[src/rtl/uart_rx.sv]
// ---------------------------------------------------------------------------
// uart_rx
//   8N1 UART receiver, LSB first, oversampled by an external baud_tick
//   strobe running at OSR times the bit rate. Each bit is sampled once,
//   in the middle of the bit, using a baud_tick counter.
//
// Parameters
//   OSR          baud_tick pulses per UART bit (even, >= 4)
//
// Ports
//   clk          system clock, rising edge
//   rst          asynchronous reset, active low
//   baud_tick    one-clk strobe at OSR x bit rate
//   rx           asynchronous serial input, idles high
//   o_rx_data    last received byte, held until the next frame completes
//   o_rx_done    one-clk pulse when a frame completes
//   o_rx_busy    high from start-edge detection until return to idle
//   o_frame_err  stop-bit status of the last frame (1 = stop bit was 0)
// ---------------------------------------------------------------------------
module uart_rx #(
   parameter int unsigned OSR = 16
) (
   input  logic       clk,
   input  logic       rst,
   input  logic       baud_tick,
   input  logic       rx,
   output logic [7:0] o_rx_data,
   output logic       o_rx_done,
   output logic       o_rx_busy,
   output logic       o_frame_err
);

   localparam int unsigned BW = (OSR > 1) ? $clog2(OSR) : 1;
   localparam logic [BW-1:0] B_HALF = BW'(OSR / 2 - 1);
   localparam logic [BW-1:0] B_LAST = BW'(OSR - 1);

   typedef enum logic [1:0] {
      IDLE  = 2'd0,
      START = 2'd1,
      DATA  = 2'd2,
      STOP  = 2'd3
   } state_t;

   state_t          state, state_next;
   logic [BW-1:0]   b_cnt, b_cnt_next;
   logic [2:0]      bit_cnt, bit_cnt_next;
   logic [7:0]      shift, shift_next;
   logic [7:0]      data_next;
   logic            done_next;
   logic            busy_next;
   logic            ferr_next;
   logic            rx_meta, rx_s;

   // Two-flop synchronizer; resets to the idle line level so a reset
   // release never looks like a start edge.
   always_ff @(posedge clk or negedge rst) begin
      if (!rst) begin
         rx_meta <= 1'b1;
         rx_s    <= 1'b1;
      end else begin
         rx_meta <= rx;
         rx_s    <= rx_meta;
      end
   end

   always_ff @(posedge clk or negedge rst) begin
      if (!rst) begin
         state       <= IDLE;
         b_cnt       <= '0;
         bit_cnt     <= '0;
         shift       <= '0;
         o_rx_data   <= '0;
         o_rx_done   <= 1'b0;
         o_rx_busy   <= 1'b0;
         o_frame_err <= 1'b0;
      end else begin
         state       <= state_next;
         b_cnt       <= b_cnt_next;
         bit_cnt     <= bit_cnt_next;
         shift       <= shift_next;
         o_rx_data   <= data_next;
         o_rx_done   <= done_next;
         o_rx_busy   <= busy_next;
         o_frame_err <= ferr_next;
      end
   end

   always_comb begin
      state_next   = state;
      b_cnt_next   = b_cnt;
      bit_cnt_next = bit_cnt;
      shift_next   = shift;
      data_next    = o_rx_data;
      ferr_next    = o_frame_err;
      done_next    = 1'b0;

      unique case (state)
         IDLE: begin
            b_cnt_next   = '0;
            bit_cnt_next = '0;
            // Start edge is detected on any clk, not just on a tick.
            if (!rx_s) begin
               state_next = START;
            end
         end

         START: begin
            if (baud_tick) begin
               if (b_cnt == B_HALF) begin
                  // Mid start bit: a high line here means a glitch.
                  b_cnt_next   = '0;
                  bit_cnt_next = '0;
                  state_next   = rx_s ? IDLE : DATA;
               end else begin
                  b_cnt_next = b_cnt + 1'b1;
               end
            end
         end

         DATA: begin
            if (baud_tick) begin
               if (b_cnt == B_LAST) begin
                  b_cnt_next          = '0;
                  shift_next[bit_cnt] = rx_s;
                  if (bit_cnt == 3'd7) begin
                     state_next = STOP;
                  end else begin
                     bit_cnt_next = bit_cnt + 3'd1;
                  end
               end else begin
                  b_cnt_next = b_cnt + 1'b1;
               end
            end
         end

         STOP: begin
            if (baud_tick) begin
               if (b_cnt == B_LAST) begin
                  // Data is published even on a bad stop bit;
                  // o_frame_err qualifies it.
                  b_cnt_next = '0;
                  data_next  = shift;
                  ferr_next  = ~rx_s;
                  done_next  = 1'b1;
                  state_next = IDLE;
               end else begin
                  b_cnt_next = b_cnt + 1'b1;
               end
            end
         end

         default: begin
            state_next = IDLE;
         end
      endcase

      busy_next = (state_next != IDLE);
   end

endmodule

[config.mk]
export PLATFORM = sky130hd
export DESIGN_NAME = uart_rx
export DESIGN_NICKNAME = d
export VERILOG_FILES = /design/src/rtl/uart_rx.sv
export SDC_FILE = /design/constraint.sdc
export NUM_CORES = 1
export LEC_CHECK = 0
export ABC_AREA = 1
export BUFFER_PORTS_ARGS = -buffer_cell sky130_fd_sc_hd__buf_2
export CAP_MARGIN = 5
export CORE_UTILIZATION = 40
export DETAILED_ROUTE_END_ITERATION = 6
export SYNTH_ARGS = -nofsm -noshare
export SYNTH_HDL_FRONTEND = slang
export SYNTH_SLANG_ARGS = --single-unit
[constraint.sdc]
create_clock -name clk -period 3.94 [get_ports clk]
set_input_delay 0.197 -clock clk [delete_from_list [all_inputs] [get_ports clk]]
set_output_delay 0.197 -clock clk [all_outputs]
set_load 0.05 [all_outputs]
==> results.yml, run 1 <==
yosys:
  yosys_register_bits: 30
  synth_top_family_by_area: "simple AND/OR/NAND/NOR gates"
  synth_top_cell_by_area: "dfrtp_1"
  synth_area_leaders: "dfrtp_1 (50%), nand2_1 (13%), o21ai_1 (5.7%)"
  ys_warn_count: 0
  synthXorXnorAreaFrac_pct: 0.628
  syn_area_um2: 1400
  syn_inst: 161
  syn-num-nets: 168
  syn_avg_cell_area_um2: 8.67
  synth_top_area_share_pct: 50.2
  synthAdderAreaFrac_pct: 2.69
  synth_compound_gate_area_share_pct: 8.07
  ys_seq_area_share_pct: 54.0
  yosys.area_share.simple_pct: 28.2
  synth_mux_area_share_pct: 0
  ys_types: 23
floorplanning:
  dieArea_um2: 3730
  die_h_um: 61.1
  boundaryPins: 15
  core_area_um2: 3340
  die_w_um: 61.1
  rows: 21
  start_util_pct: 41.8
place:
  port_buffers: 14
  dpl.hpwl_mm: 1.83
  gp_congestion: 0.797
  pre_cts_ws_ns: 2.36
routing:
  drc: 0
  antenna_left: 0
  wl_per_cell_um: 10.8
  vias_per_cell: 4.64
  firstDrtPassIters: 4
  drtIter0Drc: 36
  via_count: 1067
  wl_mm: 2.48
worst_hold_path:
  worst_hold_path_type: "in2reg"
layout:
  fillers: 347
  area_growth_pct: 14.3
  regArea_um2: 753
  drive_gt1_share_pct: 23.4
  multi_input_area_um2: 552
  diodes: 0
  layout.nets: 190
setup_path:
  start_kind: "register"
  reg2reg_slack_ns: 2.36
  worstPathMaxFanout: 12
  required_ns: 4.20
  worstSetupPathType: "reg2reg"
  arrival_ns: 1.84
  critPathCaptureType: "register"
clock_tree:
  cts.repair.resized: 0
  clock_latency_ns: 0.33
  htree_levels: 2
  root_buffer: "clkbuf_4"
  clkTransAtPathRegs_ns: 0.09
  clockBufferDepth: 2
  cts_buffers: 5
  cts_tree: "built"
  clkSinkCount: 30
  cts_setup_buffers: 0
grt:
  grt_pass1_wl_mm: 4.40
  globalRouteTotalUtil_pct: 16.6
  first_global_vias: 1025
  grt_max_degree: 31
  antenna_found_initial: 0
  overflow: 0
pwr:
  switchingPower_uw: 372
  intPower_uw: 552
  p_per_area_nw_per_um2: 579
  p_leak_uw: 0.000837
  p_seq_share_pct: 46.4
  peakVddDrop_mv: 0.272
  power_frac_comb_pct: 33.2
  sw_frac_of_total_pct: 40.3
  clockPowerShare_pct: 20.4
timing:
  skew_ns: 0.00959
  slew_viol_final: 0
  whs_ns: 0.206
  fin_crit_sh_pct: 40.2
  timing.fmax_mhz: 632
  maxSlewHeadroom_pct: 57.3
  worst_pin_slew_ns: 0.641
  rsz0062_at_grt: "no"
  setup_ws_ns: 2.36
  period_minus_slack_ns: 1.58
  setup_tns_ns: 0
  setup_viol: 0
  final-hold-violation-count: 0
run_status:
  status: "complete, no violations"
flow_run:
  maxCapViolCount: 0
## power groups by stage
stage                     sequential [uW]  clock, uW  combinational [uW]
final                                 428        189                 307
after global routing                  440        212                 354
after CTS                             429        196                 310
after detailed placement              434          0                 308
after global placement                433          0                 300
after floorplan                       450          0                 224
## flip-flops by register name, summed over array words and instances, names as in the netlist
| name | cells |
|---|---|
| b_cnt | 4 |
| bit_cnt | 3 |
| o_frame_err | 1 |
| o_rx_busy | 1 |
| o_rx_data | 8 |
| o_rx_done | 1 |
| rx_meta | 1 |
| rx_s | 1 |
| shift | 8 |
| state | 2 |
## logic make-up (layout without fill, tap and decap cells)
family,count (synthesis),count (layout)
AOI/OAI and AO/OA,21,21
xor gates and xnor gates,1,1
adders and majority gates,3,3
buffers and inverters,23,46
DFF,30,30
and+or+nand+nor,83,83
## synthesized netlist by cell type (all sizes together)
cell / number
nor2: 13
clkinv: 1
nand2: 51
inv: 21
a21oi: 2
ha: 3
dfrtp: 28
nand4: 2
nor3: 1
xor2: 1
dfstp: 2
o21ai: 19
buf: 1
nand3: 16
## worst max-delay path, stage by stage, from the launching register on
cell,delay [ns]
dfrtp_1,0.39
ha_1,0.25
nand2_2,0.09
nor2_2,0.14
nand3_2,0.26
inv_2,0.24
nand2_1,0.07
nand2_1,0.07
## layer usage
metal | wire length, um | GRT usage, %
met5 | 0 | 0
met3 | 78 | 5.67
met4 | 55 | 7.79
met2 | 1150 | 26.9
met1 | 1200 | 19.9
## per-stage QoR
| stage | utilization [%] | total power [uW] | instances | instance area (um^2) |
|---|---|---|---|---|
| after floorplan | - | 674 | 161 | 1400 |
| final | 47.8 | 924 | 230 | 1600 |
| after detailed placement | 45.4 | 742 | 220 | 1520 |
| after global placement | 45.4 | 733 | 220 | 1520 |
| after CTS | 47.8 | 935 | 230 | 1600 |
| after global routing | 47.8 | 1010 | 230 | 1600 |
## final cells by class
type | instances | share of cell area [%]
Clock buffer | 7 | 3.45
Clock inverter | 1 | 0.314
Inverter | 22 | 5.18
Multi-Input combinational cell | 108 | 34.6
Sequential cell | 30 | 47.2
Tap cell | 46 | 3.61
Timing Repair Buffer | 16 | 5.65
## path summary, 6_finish.rpt
| kind | startpoint | end | depth (start not counted) |
|---|---|---|---|
| worst max-delay path | b_cnt[0] | o_rx_data[5] | 7 |
| worst min-delay path | baud_tick | b_cnt[0] | 3 |
| worst max register to register | b_cnt[0] | o_rx_data[5] | 7 |
| worst min register to register | rx_meta | rx_s | 0 |
| max in group asynchronous | rst | bit_cnt[2] | 2 |
| min in group asynchronous | rst | o_rx_data[2] | 2 |
## timing repair
| item | 4_1_cts | 5_1_grt |
|---|---|---|
| hold endpoints to repair | 29 | 0 |
| hold buffers | 2 | 0 |
| endpoints found under the setup margin | 0 | 0 |
## layout by cell type, fill, tap and decap left out, types with 3 or more instances in the layout
cell / n
nand2_2: 3
o21ai_1: 16
buf_2: 14
inv_2: 8
nand2_1: 48
dfrtp_1: 28
nand3_1: 15
clkbuf_4: 5
inv_1: 13
ha_1: 3
nor2_1: 8
No activity file was read; power rests on OpenSTA's default activity.
==> run 2: changes to the inputs <==
==> constraint.sdc (replaced) <==
create_clock -name clk -period 1.49 [get_ports clk]
set_input_delay 0.0745 -clock clk [delete_from_list [all_inputs] [get_ports clk]]
set_output_delay 0.0745 -clock clk [all_outputs]
set_load 0.05 [all_outputs]
==> results.yml, run 2 (synthesis results as in run 1) <==
pwr:
  sw_frac_of_total_pct: 40.9
  power_uw: 2570
  switchingPower_uw: 1050
  p_leak_uw: 0.000853
  intPower_uw: 1520
  power_frac_comb_pct: 36.2
  p_per_area_nw_per_um2: 1550
  clockPowerShare_pct: 19.8
  peakVddDrop_mv: 0.679
  p_seq_share_pct: 44.0
clock_tree:
  cts_buffers: 5
  clkTransAtPathRegs_ns: 0.09
  htree_levels: 2
  clockBufferDepth: 2
  cts_tree: "built"
  clock_latency_ns: 0.33
  clkSinkCount: 30
  root_buffer: "clkbuf_4"
layout:
  drive_gt1_share_pct: 27.1
  multi_input_area_um2: 587
  regArea_um2: 753
  top_regs: "o_rx_data: 8 flops, shift: 8 flops, b_cnt: 4 flops"
  diodes: 0
  stdcell_count: 234
  final_common_cell: "nand2_1"
  layout.nets: 194
  final_cell_mix: "nand2_1 (47), dfrtp_1 (28), nand3_1 (15), o21ai_1 (15), buf_2 (14)"
  area_growth_pct: 18.7
  fin_util_pct: 49.6
  fillers: 334
floorplanning:
  core_area_um2: 3340
  dieArea_um2: 3730
  die_h_um: 61.1
  rows: 21
  die_w_um: 61.1
  start_util_pct: 41.8
  boundaryPins: 15
place:
  gp_congestion: 0.908
  port_buffers: 14
  dp_cells: 222
  dpl.hpwl_mm: 1.86
timing:
  period_minus_slack_ns: 1.36
  skew_ns: 0.00892
  slew_viol_final: 0
  timing.fmax_mhz: 737
  setup_tns_ns: 0
  final-hold-violation-count: 0
  maxSlewHeadroom_pct: 56.6
  worst_pin_slew_ns: 0.651
  rsz0062_at_grt: "yes"
  setup_viol: 0
  whs_ns: 0.0944
  fin_crit_sh_pct: 91.0
routing:
  firstDrtPassIters: 4
  antenna_left: 0
  drc: 0
  via_count: 1092
  vias_per_cell: 4.67
  wl_per_cell_um: 11.4
  drtIter0Drc: 58
  wl_mm: 2.67
grt:
  grt_max_degree: 31
  first_global_vias: 1012
  globalRouteTotalUtil_pct: 16.6
  overflow: 0
  grt_pass1_wl_mm: 4.46
  antenna_found_initial: 0
setup_path:
  cpLargestDelayFamily: "simple AND/OR/NAND/NOR gates"
  crit_slowest_cell: "dfrtp_1"
  arrival_ns: 1.61
  critPathMaxStageDelay_ns: 0.39
  critPathCaptureType: "register"
  rr_startpoint: "b_cnt[0]"
  crit_buf_inv: 0
  reg2reg_slack_ns: 0.13
  required_ns: 1.75
  crit_chain: "ha_2, nand2_2, o21ai_2, nand2_2, nor2_4, nand2_1, o21ai_1"
  critPathCapture: "bit_cnt[0]"
  start_kind: "register"
  reg2regPathDepth: 7
  cpMostUsedCell: "nand2_2"
  rr_endpoint: "bit_cnt[0]"
  worstPathMaxFanout: 6
  worstSetupPathType: "reg2reg"
  path_depth: 7
  setup.worst_path.start: "b_cnt[0]"
run_status:
  status: "complete, no violations"
worst_hold_path:
  worst_hold_path_type: "in2reg"
flow_run:
  maxCapViolCount: 0
## run 2: cell count changes in the layout (fill, tap and decap cells not counted), sizes merged
cell | previous run | this run
buf | 14 | 17
nand3 | 16 | 17
## run 2: worst min-delay path by stage
stage          slack, ns       from           end  cells past startpoint
2_1_floorplan      -0.22        rst      b_cnt[0]                      0
3_3_place_gp        0.13        rst      state[1]                      1
3_5_place_dp        0.14        rst  o_rx_data[0]                      1
4_1_cts             0.06  baud_tick      b_cnt[0]                      3
5_1_grt             0.10  baud_tick      b_cnt[0]                      3
6_report            0.09  baud_tick      b_cnt[0]                      3
## run 2: stage by stage
step | setup slack, ns | area [um^2]
global route | -0.00884 | 1660
global placement | 0.0437 | 1530
floorplan | 0.135 | 1400
CTS | 0.0299 | 1620
finish | 0.134 | 1660
detailed placement | 0.00409 | 1530
## run 2: timing repair
item	CTS	global route
endpoints found under the setup margin	6	15
hold buffers	2	0
hold endpoints to repair	29	0
resized for setup	1	7
buffers inserted	0	1
pin swaps	0	2
gates cloned	0	1
## run 2: worst min-delay path, delay by kind of cell
kind,cells,cell delay (ns)
buffers and inverters,1,0.17
and+or+nand+nor,1,0.09
AOI/OAI and AO/OA,1,0.05
## run 2: layout make-up
class	count	share of cell area [%]
Tap cell	46	3.48
Clock buffer	7	3.33
Timing Repair Buffer	19	6.80
Multi-Input combinational cell	109	35.4
Inverter	22	5.14
Sequential cell	30	45.5
Clock inverter	1	0.302
## run 2: power by group through the flow
stage | Clock, uW | Sequential (uW) | Combinational [uW]
after floorplan | 0 | 1190 | 591
after global routing | 563 | 1160 | 1050
after detailed placement | 0 | 1140 | 859
final | 507 | 1130 | 930
after global placement | 0 | 1130 | 845
after CTS | 528 | 1120 | 875
## run 2: metal layers
layer,part of all wire [%],up-vias,global-route usage (%)
li1,-,564,-
met1,50,504,22.4
met2,45,16,22.8
met5,0,-,0
met3,2.9,8,5.25
met4,2.4,0,11.0
==> run 3: changes to the inputs <==
--- a/config.mk
+++ b/config.mk
@@ -10,6 +10,7 @@
 export CAP_MARGIN = 5
 export CORE_UTILIZATION = 40
 export DETAILED_ROUTE_END_ITERATION = 6
+export PLACE_DENSITY = 0.67
 export SYNTH_ARGS = -nofsm -noshare
 export SYNTH_HDL_FRONTEND = slang
 export SYNTH_SLANG_ARGS = --single-unit
==> results.yml, run 3 (synthesis results as in run 1) <==
pwr:
  p_per_area_nw_per_um2: 1570
  peakVddDrop_mv: 0.839
  p_leak_uw: 0.000851
worst_hold_path:
  worst_hold_path_type: "in2reg"
  hold_start: "baud_tick"
  min_to: "b_cnt[0]"
  worstHoldPathCells: 3
timing:
  final-hold-violation-count: 0
  fin_crit_sh_pct: 93.1
  period_minus_slack_ns: 1.39
  rsz0062_at_grt: "no"
  setup_ws_ns: 0.103
  whs_ns: 0.128
  timing.fmax_mhz: 721
  slew_viol_final: 0
  worst_pin_slew_ns: 0.649
  skew_ns: 0.0202
  maxSlewHeadroom_pct: 56.7
  setup_viol: 0
routing:
  drc: 0
  via_count: 1125
  antenna_left: 0
  vias_per_cell: 4.81
  drtIter0Drc: 58
  firstDrtPassIters: 4
  wl_per_cell_um: 11.5
  wl_mm: 2.68
setup_path:
  worstSetupPathType: "reg2reg"
  start_kind: "register"
  critPathCaptureType: "register"
  worstPathMaxFanout: 6
  reg2regPathDepth: 7
  reg2reg_slack_ns: 0.10
  required_ns: 1.76
  arrival_ns: 1.66
  rr_endpoint: "bit_cnt[1]"
  rr_startpoint: "bit_cnt[0]"
clock_tree:
  root_buffer: "clkbuf_4"
  clkTransAtPathRegs_ns: 0.11
  clkSinkCount: 30
  clockBufferDepth: 2
  clock_latency_ns: 0.34
  htree_levels: 2
  cts_tree: "built"
  cts_buffers: 5
layout:
  final_cell_mix: "nand2_1 (48), dfrtp_1 (28), o21ai_1 (16)"
  layout.nets: 194
  diodes: 0
  area_growth_pct: 19.8
  fillers: 319
  drive_gt1_share_pct: 26.6
  top_regs: "o_rx_data: 8 flops, shift: 8 flops, b_cnt: 4 flops"
  final_common_cell: "nand2_1"
floorplanning:
  boundaryPins: 15
  rows: 21
  die_w_um: 61.1
  dieArea_um2: 3730
  start_util_pct: 41.8
  die_h_um: 61.1
  core_area_um2: 3340
run_status:
  status: "complete, no violations"
place:
  gp_congestion: 0.900
  pre_cts_ws_ns: -0.0136
  dpl.hpwl_mm: 1.84
  port_buffers: 14
flow_run:
  maxCapViolCount: 0
grt:
  globalRouteTotalUtil_pct: 15.6
  first_global_vias: 925
  grt_pass1_wl_mm: 4.10
  grt_max_degree: 31
  antenna_found_initial: 0
  overflow: 0
## run 3: critical path: stages (launching register included)
cell	delay, ns
dfrtp_1	0.40
ha_1	0.22
ha_1	0.20
o21ai_1	0.13
nand2_1	0.10
nor2_4	0.14
nand2_1	0.06
o21ai_1	0.07
## run 3: area by class of cell
class | count | area (um^2) | share of cell area [%]
multi-input cells | 109 | 599 | 35.9
flip-flops and latches | 30 | 753 | 45.1
inverters | 22 | 85.1 | 5.09
well taps | 46 | 57.6 | 3.44
clock inverters | 2 | 12.5 | 0.749
repair buffers | 19 | 113 | 6.74
clock buffers | 6 | 51.3 | 3.07
## run 3: worst max path at each step
| stage | start | endpoint | depth (start not counted) |
|---|---|---|---|
| floorplan | bit_cnt[0] | bit_cnt[0] | 7 |
| global placement | b_cnt[0] | o_rx_data[4] | 7 |
| detailed placement | b_cnt[0] | o_rx_data[4] | 7 |
| CTS | bit_cnt[0] | bit_cnt[1] | 7 |
| global route | bit_cnt[0] | bit_cnt[1] | 7 |
| finish | bit_cnt[0] | bit_cnt[1] | 7 |
## run 3: metrics by stage
step	total power (uW)	cells	area (um^2)	utilization [%]	setup TNS, ns
finish	2620	234	1670	50.1	0
global route	2770	234	1670	50.1	0
CTS	2530	232	1620	48.6	0
detailed placement	2000	222	1530	45.9	-0.0245
global placement	1970	222	1530	45.9	0
floorplan	1780	161	1400	-	0
## run 3: where the power goes
part / switching (uW) / leakage [uW] / internal [uW]
clock: 299 / 0.0000343 / 227
sequential: 183 / 0.000392 / 965
combinational: 613 / 0.000425 / 330
## run 3: routing by layer
metal	track usage, %	share of wire [%]
met1	19.0	45
met2	24.1	49
met3	6.30	4.0
met4	7.79	2.0
met5	0	0
## run 3: repair_timing
item / CTS / global route
gates cloned: 0 / 1
buffers inserted: 0 / 1
resized for setup: 1 / 7
hold buffers: 2 / 0
endpoints found under the hold margin: 29 / 0
setup endpoints to repair: 8 / 20
pin swaps: 0 / 3
